[src/rtl/lenet_pkg.sv]
// Shared constants for the LeNet-5 accelerator: sequencer state encoding,
// layer indices and the one-hot state convention of the per-layer FSMs.
package lenet_pkg;

    localparam int NUM_LAYERS = 5;

    localparam int LAYER_C1 = 0;
    localparam int LAYER_S2 = 1;
    localparam int LAYER_C3 = 2;
    localparam int LAYER_S4 = 3;
    localparam int LAYER_FC = 4;

    localparam logic [4:0] SEQ_IDLE    = 5'b00001;
    localparam logic [4:0] SEQ_RUN     = 5'b00010;
    localparam logic [4:0] SEQ_RELEASE = 5'b00100;
    localparam logic [4:0] SEQ_FINISH  = 5'b01000;
    localparam logic [4:0] SEQ_ERROR   = 5'b10000;

    typedef enum logic [4:0] {
        ST_IDLE    = SEQ_IDLE,
        ST_RUN     = SEQ_RUN,
        ST_RELEASE = SEQ_RELEASE,
        ST_FINISH  = SEQ_FINISH,
        ST_ERROR   = SEQ_ERROR
    } seq_state_t;

    // Layer FSMs: done is a level that stays high while the layer sits in LST_DONE.
    localparam logic [3:0] LST_IDLE  = 4'b0001;
    localparam logic [3:0] LST_RUN   = 4'b0010;
    localparam logic [3:0] LST_DONE  = 4'b0100;
    localparam logic [3:0] LST_CLEAR = 4'b1000;

endpackage

[src/rtl/layer_watchdog.sv]
// Saturating per-layer cycle counter with a timeout compare; a zero
// TIMEOUT_CYCLES disables the expiry output.
module layer_watchdog #(
    parameter int          CNT_W          = 20,
    parameter int unsigned TIMEOUT_CYCLES = 20'hFFFFF
) (
    input  logic             clk,
    input  logic             rst,
    input  logic             clear,
    input  logic             enable,
    output logic [CNT_W-1:0] count,
    output logic             expired
);

    localparam logic [CNT_W-1:0] LIMIT = CNT_W'(TIMEOUT_CYCLES - 1);
    localparam bit               WD_ON = (TIMEOUT_CYCLES != 0);

    logic [CNT_W-1:0] count_reg;

    always_ff @(posedge clk or negedge rst) begin
        if (!rst) begin
            count_reg <= '0;
        end else if (clear) begin
            count_reg <= '0;
        end else if (enable && !(&count_reg)) begin
            count_reg <= count_reg + CNT_W'(1);
        end
    end

    assign count   = count_reg;
    assign expired = WD_ON && (count_reg == LIMIT);

endmodule

[src/rtl/lenet_layer_sequencer.sv]
// Runs the LeNet layer blocks strictly in order using a held enable / level
// done handshake, with per-layer watchdog, cycle reporting and abort.
module lenet_layer_sequencer #(
    parameter int          NUM_LAYERS     = 5,
    parameter int          CNT_W          = 20,
    parameter int unsigned TIMEOUT_CYCLES = 20'hFFFFF,
    parameter int          LW             = 3
) (
    input  logic                  clk,
    input  logic                  rst,
    input  logic                  start,
    input  logic                  abort,
    input  logic                  clear_err,
    input  logic [NUM_LAYERS-1:0] layer_done,
    output logic [NUM_LAYERS-1:0] layer_en,
    output logic [LW-1:0]         cur_layer,
    output logic                  busy,
    output logic                  done,
    output logic                  err,
    output logic [LW-1:0]         err_layer,
    output logic [CNT_W-1:0]      last_cycles
);
    import lenet_pkg::*;

    seq_state_t              state_reg, state_next;
    logic [NUM_LAYERS-1:0]   layer_en_reg, layer_en_next;
    logic [LW-1:0]           cur_layer_reg, cur_layer_next;
    logic                    err_reg, err_next;
    logic [LW-1:0]           err_layer_reg, err_layer_next;
    logic [CNT_W-1:0]        last_cycles_reg, last_cycles_next;

    logic                    wd_clear, wd_enable, wd_expired;
    logic [CNT_W-1:0]        wd_count, count_with_done;
    logic [NUM_LAYERS-1:0]   done_hits;
    logic                    active_done, is_last;
    logic [LW-1:0]           cur_layer_inc;

    layer_watchdog #(
        .CNT_W          (CNT_W),
        .TIMEOUT_CYCLES (TIMEOUT_CYCLES)
    ) u_watchdog (
        .clk     (clk),
        .rst     (rst),
        .clear   (wd_clear),
        .enable  (wd_enable),
        .count   (wd_count),
        .expired (wd_expired)
    );

    // Only the active layer's done matters; stray done levels are masked here.
    for (genvar gi = 0; gi < NUM_LAYERS; gi++) begin : g_done_sel
        assign done_hits[gi] = layer_done[gi] && (cur_layer_reg == LW'(gi));
    end

    assign active_done     = |done_hits;
    assign is_last         = (cur_layer_reg == LW'(NUM_LAYERS - 1));
    assign cur_layer_inc   = cur_layer_reg + LW'(1);
    assign count_with_done = (&wd_count) ? wd_count : wd_count + CNT_W'(1);

    always_ff @(posedge clk or negedge rst) begin
        if (!rst) begin
            state_reg       <= ST_IDLE;
            layer_en_reg    <= '0;
            cur_layer_reg   <= '0;
            err_reg         <= 1'b0;
            err_layer_reg   <= '0;
            last_cycles_reg <= '0;
        end else begin
            state_reg       <= state_next;
            layer_en_reg    <= layer_en_next;
            cur_layer_reg   <= cur_layer_next;
            err_reg         <= err_next;
            err_layer_reg   <= err_layer_next;
            last_cycles_reg <= last_cycles_next;
        end
    end

    always_comb begin
        state_next       = state_reg;
        layer_en_next    = layer_en_reg;
        cur_layer_next   = cur_layer_reg;
        err_next         = err_reg;
        err_layer_next   = err_layer_reg;
        last_cycles_next = last_cycles_reg;
        wd_clear         = 1'b0;
        wd_enable        = 1'b0;

        case (state_reg)
            ST_IDLE: begin
                layer_en_next = '0;
                if (start) begin
                    state_next     = ST_RUN;
                    cur_layer_next = '0;
                    layer_en_next  = NUM_LAYERS'(1);
                    wd_clear       = 1'b1;
                end
            end
            ST_RUN: begin
                wd_enable = 1'b1;
                // Abort beats done, and done beats the watchdog in the same cycle.
                if (abort) begin
                    state_next    = ST_IDLE;
                    layer_en_next = '0;
                end else if (active_done) begin
                    state_next       = ST_RELEASE;
                    layer_en_next    = '0;
                    last_cycles_next = count_with_done;
                end else if (wd_expired) begin
                    state_next     = ST_ERROR;
                    layer_en_next  = '0;
                    err_next       = 1'b1;
                    err_layer_next = cur_layer_reg;
                end
            end
            ST_RELEASE: begin
                layer_en_next = '0;
                if (abort) begin
                    state_next = ST_IDLE;
                end else if (!active_done) begin
                    if (is_last) begin
                        state_next = ST_FINISH;
                    end else begin
                        state_next     = ST_RUN;
                        cur_layer_next = cur_layer_inc;
                        layer_en_next  = NUM_LAYERS'(1) << cur_layer_inc;
                        wd_clear       = 1'b1;
                    end
                end
            end
            ST_FINISH: begin
                layer_en_next = '0;
                state_next    = ST_IDLE;
            end
            ST_ERROR: begin
                layer_en_next = '0;
                if (clear_err) begin
                    state_next     = ST_IDLE;
                    err_next       = 1'b0;
                    err_layer_next = '0;
                end
            end
            default: begin
                state_next    = ST_IDLE;
                layer_en_next = '0;
            end
        endcase
    end

    assign layer_en    = layer_en_reg;
    assign cur_layer   = cur_layer_reg;
    assign err         = err_reg;
    assign err_layer   = err_layer_reg;
    assign last_cycles = last_cycles_reg;
    assign busy        = (state_reg == ST_RUN) || (state_reg == ST_RELEASE) ||
                         (state_reg == ST_FINISH);
    // An abort arriving in FINISH suppresses the completion pulse.
    assign done        = (state_reg == ST_FINISH) && !abort;

endmodule

[config.mk]
export PLATFORM = sky130hd
export DESIGN_NAME = lenet_layer_sequencer
export DESIGN_NICKNAME = d
export VERILOG_FILES = /design/src/rtl/lenet_pkg.sv /design/src/rtl/layer_watchdog.sv /design/src/rtl/lenet_layer_sequencer.sv
export SDC_FILE = /design/constraint.sdc
export NUM_CORES = 1
export LEC_CHECK = 0
export BUFFER_PORTS_ARGS = -buffer_cell sky130_fd_sc_hd__buf_2
export CORE_UTILIZATION = 35
export CTS_CLUSTER_DIAMETER = 40
export CTS_CLUSTER_SIZE = 28
export DETAILED_ROUTE_END_ITERATION = 12
export PLACE_DENSITY_LB_ADDON = 0.2
export SETUP_SLACK_MARGIN = 0.3
export SLEW_MARGIN = 20
export SYNTH_ARGS = -nofsm -noshare
export SYNTH_HDL_FRONTEND = slang
export SYNTH_SLANG_ARGS = --single-unit
[constraint.sdc]
create_clock -name clk -period 3.1 [get_ports clk]
set_input_delay 0.31 -clock clk [delete_from_list [all_inputs] [get_ports clk]]
set_output_delay 0.31 -clock clk [all_outputs]
set_load 0.03 [all_outputs]
# [Word level (Yosys, flattened, before mapping)]
# Cells that the tools add are included.
[classes] add_sub_neg=2 eq_ne=20 shift=1 n_mux=41 bitwise_logic=1 n_reduce_logical=21
[ops] op="5-bit 2-to-1 mux" count=13
[ops] op="20-bit 2-to-1 mux" count=3
[ops] op="3-bit 2-to-1 mux" count=8
[ops] op="20-bit by 1-bit adder with 20-bit output (second input constant)" count=1
[ops] op="20-bit equality test (second input constant)" count=1
[ops] op="5-bit case mux with 4 select lines" count=1
[ops] op="20-bit AND reduction" count=1
[ops] op="5-bit case mux with 3 select lines" count=1
[ops] op="2-bit != test (second input constant)" count=7
[ops] op="3-bit case mux with 2 select lines" count=2
[ops] op="1-bit 2-to-1 mux" count=10
[ops] op="5-bit AND reduction" count=2
[ops] op="1-bit logical AND" count=7
[ops] op="3-bit by 2-bit equality test with 1-bit output (second input constant)" count=2
[ops] op="2-bit nonzero test" count=3
[ops] op="5-bit by 1-bit equality test with 1-bit output (second input constant)" count=1
[ops] op="5-bit by 2-bit equality test with 1-bit output (second input constant)" count=1
[ops] op="5-bit by 3-bit equality test with 1-bit output (second input constant)" count=1
[ops] op="5-bit by 4-bit equality test with 1-bit output (second input constant)" count=1
[ops] op="5-bit equality test (second input constant)" count=1
[ops] op="5-bit OR reduction" count=1
[ops] op="1-bit by 3-bit left shift with 5-bit output (first input constant)" count=1
[ops] op="4-bit 2-to-1 mux" count=1
[ops] op="4-bit by 3-bit != test with 1-bit output (second input constant)" count=1
[ops] op="12 further kinds" count=15
[word_totals] reg_bits=57 input_bits=10 output_inout_bits=34 elab_cells=93

# [Logic depth before layout (Yosys ltp)]
[depth] word_depth=7 ltp_mapped=9 depth_no_buf=7

# [Cells and area by module]
# From an unflattened synthesis, not the netlist that was laid out.
[hier_totals] cells_unflattened=378 area_unflattened_um2=3612.2
[by_module_without_submodules] module="lenet_layer_sequencer" instances=1 cells_each=244 area_each_um2=2363.5 seq_area_each_um2=927.1
[by_module_without_submodules] module="layer_watchdog" instances=1 cells_each=134 area_each_um2=1248.7 seq_area_each_um2=500.5

# [Least setup slack after synthesis]
# Ideal clock, no wire load.
[synth_timing] path_kind="register -> register" start="reg cur_layer_reg[0], in the netlist cur_layer[0]" end="reg u_watchdog.count_reg[12], in the netlist u_watchdog.count[12]" setup_ps=126 arrival_time_ps=2349 t_required_ps=2974 setup_slack_ps=625 stages_incl_launch_ff=9 n_path_buf=1 period_less_slack_ps=2475 path_cell_list="dfrtp_1 inv_1 ha_1 a222oi_1 o21a_2 o221ai_2 o21a_1 buf_6 a221o_1"
[synth_via] elab_chain_cells=7 elab_cells_between_ends=17 cone_classes="eq/ne: 4; mux: 5; reduce/logical: 8"
[synth_lines] element="start, declared" line="lenet_layer_sequencer.sv:27" text="logic [LW-1:0] cur_layer_reg, cur_layer_next;"
[synth_lines] element="start signal, assigned" line="lenet_layer_sequencer.sv:71" text="cur_layer_reg <= cur_layer_next;"
[synth_lines] element="3-bit by 1-bit equality test with 1-bit output, or another cell as far along" line="lenet_layer_sequencer.sv:52" text="assign done_hits[gi] = layer_done[gi] && (cur_layer_reg == LW'(gi));"
[synth_lines] element="1-bit logical AND" line="lenet_layer_sequencer.sv:52"
[synth_lines] element="5-bit OR reduction" line="lenet_layer_sequencer.sv:55" text="assign active_done = |done_hits;"
[synth_lines] element="1-bit 2-to-1 mux (*)" line="lenet_layer_sequencer.sv:119" text="end else if (!active_done) begin"
[synth_lines] element="1-bit 2-to-1 mux (*)" line="lenet_layer_sequencer.sv:117" text="if (abort) begin"
[synth_lines] element="1-bit case mux with 2 select lines (*)" line="lenet_layer_sequencer.sv:88" text="case (state_reg)"
[synth_lines] element="20-bit 2-to-1 mux / 2-bit nonzero test (equally long branches)"
[synth_lines] element="end signal, assigned" line="layer_watchdog.sv:26" text="count_reg <= count_reg + CNT_W'(1);"
[synth_lines] element="end, declared" line="layer_watchdog.sv:18" text="logic [CNT_W-1:0] count_reg;"
# Mark *: on every way between the ends. The rest lies on a longest branch, timed or not.
# A chain may end at the register's enable or synchronous reset.

# [Final worst setup path]
# Ends and elaborated chain as after synthesis.

==> results.sh <==
export IMPL_status="complete, no violations"
export IMPL_reg2regPathDepth=7
export IMPL_die_y_um=97.0
export IMPL_ys_ff_latch=57
export IMPL_power_density_mw_per_mm2=723
export IMPL_clock_latency_ps=330
export IMPL_wl_per_cell_um=15.5
export IMPL_crit_path_end_kind="flop"
export IMPL_post_cts_buffers=0
export IMPL_htree_levels=3
export IMPL_cts_sinks=57
export IMPL_grt_usage=0.168
export IMPL_synth_top_cell_area_share=0.444
export IMPL_drtPass1Iterations=4
export IMPL_ys_top_cells_by_area="dfrtp_1 44%, ha_1 4.4%, o21ai_0 4.1%"
export IMPL_avgSynthCellArea_um2=9.51
export IMPL_crit_path_start="cur_layer[0]"
export IMPL_startpoint_type="flop"
export IMPL_postSynth_asyncResetShare=1.00
export IMPL_place_gp_congestion=0.874
export IMPL_path_delay_family="compound AO/OA/AOI/OAI gates"
export IMPL_grt_first_pass_wirelength_um=12400
export IMPL_vias_per_cell=5.44
export IMPL_synth_main_ff_cell="dfrtp_1"
export IMPL_layout_nets=395
export IMPL_synth_top_area_cell="dfrtp_1"
export IMPL_synth_area_mm2=0.00316
export IMPL_setup_violations=0
export IMPL_peakVddDrop_mv=0.224
export IMPL_drv_slew=0
export IMPL_place_detailed_hpwl_um=5560
export IMPL_antenna_found_initial=0
export IMPL_slowest_stage="dfrtp_1"
export IMPL_yosysUniqueCellTypes=53
export IMPL_syn_nets=353
export IMPL_drt_total_wl_um=7550
export IMPL_synth_edf_count=0
export IMPL_drc=0
export IMPL_grt_use_met2=0.235
export IMPL_cp_required_ps=3320
export IMPL_grt_max_degree=27
export IMPL_cts_resized=0
export IMPL_cts_hold_fix_buffers=1
export IMPL_clkTransAtPathRegs_ps=60
export IMPL_reg2reg_slack_ps=550
export IMPL_syn_to_final_growth_pct=14.7
export IMPL_fin_crit_sh=0.823
export IMPL_syn_instance_count=332
export IMPL_hold_slack_ps=337
export IMPL_postRouteAntennaNets=0
export IMPL_worstPathArrival_ps=2770
export IMPL_cts_buffers=9
export IMPL_fin_skew_ps=7.29
export IMPL_core_mm2=0.00872
export IMPL_yosysWarnings=0
export IMPL_cts_root_buf="clkbuf_8"
export IMPL_final_hold_viol_count=0
export IMPL_layout_drive_gt1_share=0.217
export IMPL_crit_cells=7
export IMPL_worstReg2RegStart="cur_layer[0]"
export IMPL_use_met1=0.252
export IMPL_start_util=0.362
export IMPL_cp_max_fo=10
export IMPL_tightest_slew_ps=799
export IMPL_leakage_uw=0.00162
export IMPL_path_class="flop to flop"
export IMPL_finalSetupTns_ps=0
export IMPL_fp_row_count=34
export IMPL_fmax_mhz=392
export IMPL_crit_chain="inv_1 -> ha_1 -> a222oi_1 -> o21a_2 -> o221ai_2 -> o21a_1 -> a221o_1"
export IMPL_vias=2642
export IMPL_initialDrtViolationCount=160
export IMPL_cts_tree="done"
export IMPL_pin_count=44
export IMPL_critical_path_buf_inv_count=1
export IMPL_clock_path_buffers=2
export IMPL_gr_max_usage_layer="met1"
export IMPL_gr_total_overflow=0
export IMPL_rsz0062_at_grt="false"
export IMPL_hp_class="primary input to flop"
export IMPL_grt_use_met3=0.0419
export IMPL_die_area_mm2=0.00940
export IMPL_period_minus_slack_ps=2550
export IMPL_cpPeakStageDelay_ps=470
export IMPL_port_buffer_count=43
export IMPL_ys_seq_area_frac=0.452
export IMPL_antenna_cells=0
export IMPL_reg2reg_to="u_watchdog.count[12]"
export IMPL_die_w_um=97.0
export IMPL_first_global_vias=2429
export IMPL_crit_end="u_watchdog.count[12]"
export IMPL_cap_viol_max_count=0
export IMPL_relSlewSlack=0.468
## metrics by stage
stage | instances | area (µm²) | util | power (µW) | setup WS [ps]
final | 486 | 3620 | 0.415 | 2620 | 550
after global routing | 486 | 3620 | 0.415 | 2790 | 312
after CTS | 486 | 3620 | 0.415 | 2650 | 554
after detailed placement | 470 | 3450 | 0.395 | 2050 | 576
after global placement | 470 | 3450 | 0.395 | 2040 | 634
after floorplan | 332 | 3160 | - | 1760 | 625
## layer usage
metal	wire, µm	share of wire	vias up
li1	-	-	1310
met4	91	0.012	0
met5	0	0	-
met1	3980	0.53	1273
met2	3170	0.42	52
met3	302	0.040	7
## cell families (layout without fill, tap and decap cells)
group / after synthesis / after routing / synth area share
AO/OA/AOI/OAI: 90 / 90 / 0.193
XOR/XNOR: 8 / 8 / 0.0222
adder cells (fa/ha/maj): 11 / 11 / 0.0436
buffers and inverters: 31 / 77 / 0.0448
flip-flops: 57 / 57 / 0.452
multiplexers: 7 / 7 / 0.0226
AND/OR/NAND/NOR: 128 / 128 / 0.222
## power breakdown
part	internal (µW)	leakage (µW)	switching (µW)
combinational	308	0.000787	682
clock	301	0.0000887	283
sequential	913	0.000748	129
total	1520	0.00162	1090
## synth_stat cells (2+ instances only)
cell type	n
and2_1	5
ha_1	11
nor3_1	11
a211o_2	3
a211oi_1	2
or3_1	7
o211ai_1	2
nand3_2	2
nor4_1	5
nor3b_1	3
a31oi_1	17
o21a_1	3
and4_1	5
a22o_1	4
o21ai_0	26
dfrtp_1	56
a21o_2	5
nand2b_1	5
buf_2	14
nor2b_1	5
a21oi_1	12
nand2_1	22
o21ai_2	2
clkbuf_1	2
a221o_1	2
nand3b_1	2
xor2_1	5
nand4_1	6
mux2i_1	6
xnor2_1	3
inv_1	14
and3_1	8
nor2_1	28
nand3_1	10
## layout make-up
cell class | count | area [µm²]
clock buffer | 11 | 141
timing repair buffer | 48 | 255
multi-input combinational | 244 | 1590
tap | 108 | 135
sequential | 57 | 1430
inverter | 14 | 52.6
clock inverter | 4 | 20.0
fill | 862 | 5100
## worst reg2reg max path, stage by stage (launching register included)
cell and delay, ps:
dfrtp_1 470, inv_1 150, ha_1 220, a222oi_1 460, o21a_2 230, o221ai_2 160
o21a_1 350, a221o_1 400
## how the worst min path moves through the flow
| stage | cells past startpoint | end | startpoint |
|---|---|---|---|
| 5_1_grt | 3 | layer_en[0] | start |
| 6_report | 3 | layer_en[0] | start |
| 2_1_floorplan | 0 | cur_layer[0] | rst |
| 4_1_cts | 3 | layer_en[0] | start |
| 3_5_place_dp | 1 | last_cycles[9] | rst |
| 3_3_place_gp | 1 | last_cycles[9] | rst |
## cell usage in the layout (no fill, tap or decap), types with 3 or more instances in the layout
cell type,instances
nor2_1,28
or3_1,7
a211o_2,3
and4_1,5
nor2b_1,5
buf_4,4
o21ai_0,26
mux2i_1,6
a21oi_1,12
a21o_2,5
xor2_1,5
o21a_1,3
a22o_1,4
nor3_1,11
nand4_1,6
nand2_1,22
a31oi_1,17
nor4_1,5
nand3_1,10
and2_1,5
buf_2,43
ha_1,11
nand2b_1,5
clkbuf_8,10
inv_1,14
dfrtp_1,56
and3_1,8
xnor2_1,3
nor3b_1,3
clkinv_2,4
Power figures use the tool's default switching activity.
